--- config.mk ---
export PLATFORM = sky130hd
export DESIGN_NAME = ifetch_unit
export DESIGN_NICKNAME = d
export VERILOG_FILES = /design/src/rtl/ifetch_unit_pkg.sv /design/src/rtl/ifetch_unit_fifo.sv /design/src/rtl/ifetch_unit.sv
export SDC_FILE = /design/constraint.sdc
export NUM_CORES = 1
export LEC_CHECK = 0
export ABC_AREA = 1
export CAP_MARGIN = 5
export CORE_MARGIN = 1
export CORE_UTILIZATION = 32
export CTS_BUF_LIST = sky130_fd_sc_hd__clkbuf_16
export DETAILED_ROUTE_END_ITERATION = 7
export GPL_TIMING_DRIVEN = 0
export PLACE_DENSITY = 0.66
export SLEW_MARGIN = 20
export SYNTH_ARGS = -nofsm -noshare
export SYNTH_HDL_FRONTEND = slang
export SYNTH_SLANG_ARGS = --single-unit
--- constraint.sdc ---
create_clock -name clk -period 4.2 [get_ports clk]
set_clock_uncertainty 0.1 [all_clocks]
set_input_delay 0.84 -clock clk [delete_from_list [all_inputs] [get_ports clk]]
set_output_delay 0.84 -clock clk [all_outputs]
set_load 0.03 [all_outputs]
--- src/rtl/ifetch_unit_pkg.sv ---
// Shared widths, state encodings and fetch-entry layout for the instruction
// fetch front end.
package ifetch_unit_pkg;

    localparam int XLEN    = 32;
    localparam int INST_W  = 32;
    localparam int PC_STEP = 4;

    // Fetch FSM encodings (kept as plain constants for legacy tools).
    localparam logic [0:0] FETCH = 1'b0;
    localparam logic [0:0] FAULT = 1'b1;

    // Canonical RISC-V NOP (addi x0, x0, 0).
    localparam logic [INST_W-1:0] NOP_INST = 32'h0000_0013;

    // One buffered fetch: the address and the word that came back for it.
    typedef struct packed {
        logic [XLEN-1:0]   pc;
        logic [INST_W-1:0] inst;
    } fetch_entry_t;

    // A pc is fetchable when word aligned and inside the instruction memory.
    // Comparing pc>>2 against the row count avoids overflow of 4*imem_words.
    function automatic logic pc_is_legal(input logic [XLEN-1:0] pc,
                                         input int unsigned     imem_words);
        return (pc[1:0] == 2'b00) && ({2'b00, pc[XLEN-1:2]} < imem_words);
    endfunction

endpackage

--- src/rtl/ifetch_unit_fifo.sv ---
// Small synchronous circular-buffer FIFO with flush, used to hold fetched
// {pc, inst} pairs until decode accepts them. Pop-and-push when full is legal.
module fetch_fifo #(
    parameter int DEPTH = 2,
    parameter int WIDTH = 64
) (
    input  logic             clk,
    input  logic             rst,
    input  logic             flush,
    input  logic             push,
    input  logic             pop,
    input  logic [WIDTH-1:0] wdata,
    output logic [WIDTH-1:0] rdata,
    output logic             full,
    output logic             empty
);

    localparam int PTR_W = $clog2(DEPTH);
    localparam int CNT_W = PTR_W + 1;

    logic [WIDTH-1:0] mem_q [DEPTH];
    logic [PTR_W-1:0] wr_ptr_q, wr_ptr_d;
    logic [PTR_W-1:0] rd_ptr_q, rd_ptr_d;
    logic [CNT_W-1:0] count_q, count_d;

    assign full  = (count_q == CNT_W'(DEPTH));
    assign empty = (count_q == '0);
    // Empty reads return zero so the head is clean after reset and flush.
    assign rdata = empty ? '0 : mem_q[rd_ptr_q];

    // Next pointer/count values; flush discards everything, pointers wrap
    // naturally because DEPTH is a power of two.
    always_comb begin
        // NOTE: every always_comb output gets a default first so no latch is inferred.
        wr_ptr_d = wr_ptr_q;
        rd_ptr_d = rd_ptr_q;
        count_d  = count_q;
        if (flush) begin
            wr_ptr_d = '0;
            rd_ptr_d = '0;
            count_d  = '0;
        end else begin
            if (push) wr_ptr_d = wr_ptr_q + 1'b1;
            if (pop)  rd_ptr_d = rd_ptr_q + 1'b1;
            count_d = count_q + CNT_W'(push) - CNT_W'(pop);
        end
    end

    // Pointer and occupancy registers.
    always_ff @(posedge clk) begin
        // NOTE: sequential state uses non-blocking assignments so every flop samples pre-edge values.
        if (rst) begin
            wr_ptr_q <= '0;
            rd_ptr_q <= '0;
            count_q  <= '0;
        end else begin
            wr_ptr_q <= wr_ptr_d;
            rd_ptr_q <= rd_ptr_d;
            count_q  <= count_d;
        end
    end

    // Entry storage.
    always_ff @(posedge clk) begin
        // NOTE: storage is not reset; occupancy is tracked by count_q, so stale rows are never visible.
        if (push && !flush) mem_q[wr_ptr_q] <= wdata;
    end

endmodule

--- src/rtl/ifetch_unit.sv ---
// Instruction fetch front end: owns the pc, fetches from a combinational
// instruction memory, buffers {pc, inst} pairs and hands them to decode.
// Redirects flush wrong-path entries; illegal pcs park the unit in FAULT.
module ifetch_unit
    import ifetch_unit_pkg::*;
#(
    parameter logic [31:0] RESET_PC   = 32'h0000_0000,
    parameter int          FIFO_DEPTH = 2,
    parameter int unsigned IMEM_WORDS = 256
) (
    input  logic        clk,
    input  logic        rst,
    output logic [31:0] imem_pc,
    input  logic [31:0] imem_inst,
    input  logic        redirect_valid,
    input  logic [31:0] redirect_pc,
    output logic        out_valid,
    input  logic        out_ready,
    output logic [31:0] out_inst,
    output logic [31:0] out_pc,
    output logic        fetch_fault
);

    logic [XLEN-1:0] pc_q, pc_d;
    logic [0:0]      state_q, state_d;
    logic            push, flush, deq, can_enq, pc_legal;
    logic            fifo_full, fifo_empty;
    fetch_entry_t    wr_entry, head_entry;

    assign imem_pc     = pc_q;
    assign out_valid   = !fifo_empty;
    assign out_pc      = head_entry.pc;
    assign out_inst    = head_entry.inst;
    assign fetch_fault = (state_q == FAULT);

    assign deq      = out_valid & out_ready;
    // A slot frees up this cycle if decode is taking the head.
    assign can_enq  = !fifo_full | deq;
    assign pc_legal = pc_is_legal(pc_q, IMEM_WORDS);
    assign wr_entry = '{pc: pc_q, inst: imem_inst};

    // Fetch decision: redirect first, then fault detection, then fetch.
    always_comb begin
        pc_d    = pc_q;
        state_d = state_q;
        push    = 1'b0;
        flush   = 1'b0;
        if (redirect_valid) begin
            flush   = 1'b1;
            pc_d    = redirect_pc;
            state_d = FETCH;
        end else if (state_q == FETCH) begin
            if (!pc_legal) begin
                state_d = FAULT;
            end else if (can_enq) begin
                push = 1'b1;
                pc_d = pc_q + XLEN'(PC_STEP);
            end
        end
    end

    // PC and FSM registers.
    always_ff @(posedge clk) begin
        if (rst) begin
            pc_q    <= RESET_PC;
            state_q <= FETCH;
        end else begin
            pc_q    <= pc_d;
            state_q <= state_d;
        end
    end

    fetch_fifo #(
        .DEPTH (FIFO_DEPTH),
        .WIDTH ($bits(fetch_entry_t))
    ) u_fifo (
        .clk   (clk),
        .rst   (rst),
        .flush (flush),
        .push  (push),
        .pop   (deq),
        .wdata (wr_entry),
        .rdata (head_entry),
        .full  (fifo_full),
        .empty (fifo_empty)
    );

endmodule

Word level (Yosys, flattened, before mapping)
Memories as Yosys holds them, arrays and structs flattened. A register that Yosys moved wholly into a read port is not among the register bits.
Cells that the tools add are included.
Storage, ports and cells
  register bits after elaboration: 37
  RAM bits: 128
  input bits: 68
  output and inout port bits: 98
  logic and storage cells: 44
  memories kept: 1
Memory list
  u_fifo.mem_q: depth 2, width 64, read ports 1, clocked after Yosys merged registers in 1, write ports 1, line ifetch_unit_fifo.sv:21  | logic [WIDTH-1:0] mem_q [DEPTH];
Cells by class
  add/subtract/negate cells: 5
  $lt $le $gt $ge: 1
  eq/ne operators: 2
  muxes and demuxes: 16
  bitwise gates (word level): 2
  reduce and logical (&&, ||, !) cells: 12
Operators with widths (number)
  two-way mux 32 bit: 4
  two-way mux 64 bit: 1
  adder 32 x 3 -> 32 bit (second input constant): 1
  less-than comparator 30 x 9 -> 1 bit (second input constant): 1
  two-way mux 1 bit: 11
  logical NOT 2 bit: 2
  nonzero test 2 bit: 2
  OR reduction 2 bit: 2
  logical NOT 1 bit: 3
  AND reduction 3 bit: 1
  adder 1 bit (second input constant): 2
  adder 2 x 1 -> 2 bit: 1
  equality test 2 bit (second input constant): 1
  logical AND 1 bit: 2
  != test 2 bit (second input constant): 1
  subtractor 2 x 1 -> 2 bit: 1
  bitwise AND 1 bit: 1
  bitwise OR 1 bit: 1

Depth between registers and ports, before layout
  word-level depth: 11
  gate-level depth with buffers: 11
  gate-level depth less buffers: 11

By module
A second synthesis with hierarchy kept.
Unflattened totals
  cell total of the unflattened synthesis: 648
  area total of the unflattened synthesis: 6864.1 µm²
Modules (own cells, without submodules)
  fetch_fifo: instances 1, cells each 372, area an instance 5099.9 µm², seq. area each 3943.8 µm²
  ifetch_unit: instances 1, cells each 276, area an instance 1764.2 µm², seq. area each 660.6 µm²

Worst setup path before layout
OpenSTA, ideal clock, no wires.
  kind: input port to flip-flop
  start: input port redirect_valid
  end: memory u_fifo.mem_q[1][0] (enable)
  library setup time: 487 ps
  data arrival time: 3946 ps
  data required time: 3613 ps
  path slack: -332 ps
  cell stages on the path: 4
  buffers on the path: 1
  path through: buf_2 -> inv_2 -> nand3_1 -> nor2_1
Between the ends
  longest elaborated chain between the ends: 5
Ends and longest elaborated chain
  from (decl): line ifetch_unit.sv:15  | input logic redirect_valid,
  two-way mux 1 bit: line ifetch_unit.sv:48  | if (redirect_valid) begin
  logical NOT 1 bit: line ifetch_unit_fifo.sv:66  | if (push && !flush) mem_q[wr_ptr_q] <= wdata;
  logical AND 1 bit (*): line ifetch_unit_fifo.sv:66
  two-way mux 1 bit (*): line ifetch_unit_fifo.sv:66
  two-way mux 1 bit (implied by the code) (*): line ifetch_unit_fifo.sv:66
  to (decl): line ifetch_unit_fifo.sv:21
Mark *: on every way between the ends. The rest lies on a longest branch, timed or not.

==> metrics.csv <==
metric,value,unit
h-tree-depth,4,
fmax,0.292,GHz
start_util,0.326,
total_power,3.57,mW
reg2reg_to,u_fifo.mem_q[1][18]$_DFFE_PP_,
ir_drop,0.260,mV
core-area,20200,µm²
synthToLayoutAreaGrowth,40.5,%
via_per_inst,4.49,
worstReg2RegStart,imem_pc[23]$_SDFFE_PP0P_,
cap_violations,0,
worstHoldPathCells,2,
vias,4888,
layout-drive-gt1-share,0.0696,
synth-seq-cells,166,
fin_crit_sh,0.815,
fin_crit,3.42,ns
drt-initial-drc-count,233,
synth.cell_area,6590,µm²
path_class,register to output port,
hold_buffers,0,
worstSetupStartpointType,register,
cts-root-buf,clkbuf_16,
mostFrequentLayoutCell,nand2_1,
syn-mean-instance-area,10.6,µm²
drtPass1Iterations,4,
clockBufferDepth,2,
io_buffers,164,
holdPathEnd,u_fifo.wr_ptr_q$_SDFFE_PP0P_,
grt_use_total,0.165,
yosysUniqueCellTypes,24,
relSlewSlack,0.637,
p_leak,3.39,nW
ys_warn_count,0,
cts_tree,done,
antennaDiodeCount,0,
syn-num-nets,690,
endpoint_kind,output port,
pin_count,166,
finalHoldViolCount,0,
arrival,2.48,ns
ant_nets,0,
num_rows,52,
required,3.26,ns
grt_pass1_vias,4775,
ys_seq_area_frac,0.699,
mostFrequentLayoutCells,"nand2_1 (178), clkdlybuf4s50_1 (164), edfxtp_1 (128)",
tightest_slew,0.544,ns
cts_resized,0,
die_area,21200,µm²
crit_fanout,10,
final_nets,877,
r2r_cells,9,
grt_max_degree,35,
clock_sinks,166,
power.density,385,nW/µm²
grt_pass1_wl,26.4,mm
routed_wl,16.6,mm
drc_errors,0,
postPlaceCellArea,8680,µm²
hp-start,u_fifo.wr_ptr_q$_SDFFE_PP0P_,
reg2reg_slack,1.67,ns
gp_congestion,0.789,
hp-class,register to register,
final_area,9260,µm²
fp.dieH,146,µm
dp_hpwl,11.7,mm
rsz0062_at_grt,false,
fp.dieW,146,µm
drv_slew,0,
outcome,finished clean,
setup_violations,0,
post_cts_buffers,0,
worstSkewPairLatency,0.42,ns
wl_per_cell,15.2,µm
overflow,0,
cts_buffers,17,
fillers,1893,
path_clk_slew,0.07,ns
synth_cells,619,
antenna_found_initial,0,
==> where the power goes <==
group	switching, mW	internal, mW
Clock	0.621	0.881
Combinational	0.122	0.120
Sequential	0.0345	1.79
Total	0.777	2.79
==> worst max-delay path by stage <==
stage,endpoint,slack (ns),from,cells after the start
after floorplan,u_fifo.mem_q[1][0]$_DFFE_PP_,0.73,redirect_valid,4
after global placement,u_fifo.mem_q[1][18]$_DFFE_PP_,-0.95,out_ready,5
after detailed placement,u_fifo.mem_q[1][15]$_DFFE_PP_,0.97,out_ready,7
final,out_pc[29],0.78,register,5
after CTS,out_pc[22],0.68,register,5
after global routing,out_pc[22],0.62,register,5
==> layer usage <==
| metal | global-route usage | wire [µm] |
|---|---|---|
| met5 | 0 | 0 |
| met4 | 0.0595 | 242 |
| met3 | 0.0313 | 698 |
| met2 | 0.280 | 8250 |
| met1 | 0.209 | 7390 |
==> per-stage QoR <==
step	utilization	instances	TNS [ns]	hold WS (ns)	setup slack [ns]
detailed placement	0.429	1057	0	0.360	0.968
CTS	0.458	1089	0	0.370	0.685
finish	0.458	1089	0	0.366	0.777
floorplan	-	619	0	0.341	0.733
global placement	0.424	1053	-72.79	0.351	-0.951
global route	0.458	1089	0	0.427	0.616
==> cell families after synthesis <==
group / Yosys count / share of synthesized area
simple gates: 289 / 0.177
mux: 2 / 0.00304
buf+inv: 62 / 0.0393
xor+xnor: 4 / 0.00532
fa+ha+maj: 3 / 0.00570
compound gates: 93 / 0.0710
flops: 166 / 0.699
==> registers in the layout, summed over array words and instances (netlist names), named ones only <==
| signal | cells |
|---|---|
| imem_pc | 32 |
| u_fifo.mem_q | 128 |
| fetch_fault | 1 |
| u_fifo.rd_ptr_q | 1 |
| u_fifo.wr_ptr_q | 1 |
| u_fifo.count_q | 2 |
==> cell usage after synthesis, drive strengths merged <==
cell type | instances | area, µm²
o21a | 1 | 7.51
mux2i | 2 | 20.0
nand2 | 178 | 668
dfxtp | 38 | 761
nand3b | 2 | 15.0
ha | 3 | 37.5
nor3b | 2 | 15.0
or2 | 2 | 12.5
a21oi | 82 | 410
inv | 30 | 113
xnor2 | 3 | 26.3
buf | 17 | 90.1
o21ai | 10 | 50.1
nand3 | 30 | 155
edfxtp | 128 | 3840
nand4 | 5 | 31.3
clkbuf | 15 | 56.3
xor2 | 1 | 8.76
nor2 | 70 | 270
==> worst max-delay path: stages (launching register included) <==
cell	delay [ns]
dfxtp_1	0.34
buf_2	0.24
clkbuf_1	0.43
nand2_1	0.11
a21oi_1	0.23
clkdlybuf4s50_1	0.71
==> cell type report <==
class	instances	area (µm²)	area share
flip-flops and latches	166	4600	0.497
inverters	30	115	0.0124
plain buffers	32	146	0.0158
repair buffers	168	1740	0.188
clock buffers	19	475	0.0513
clock inverters	13	101	0.0109
multi-input cells	391	1740	0.187
well taps	270	338	0.0365
Note: power is estimated with default switching activity, not from simulation.
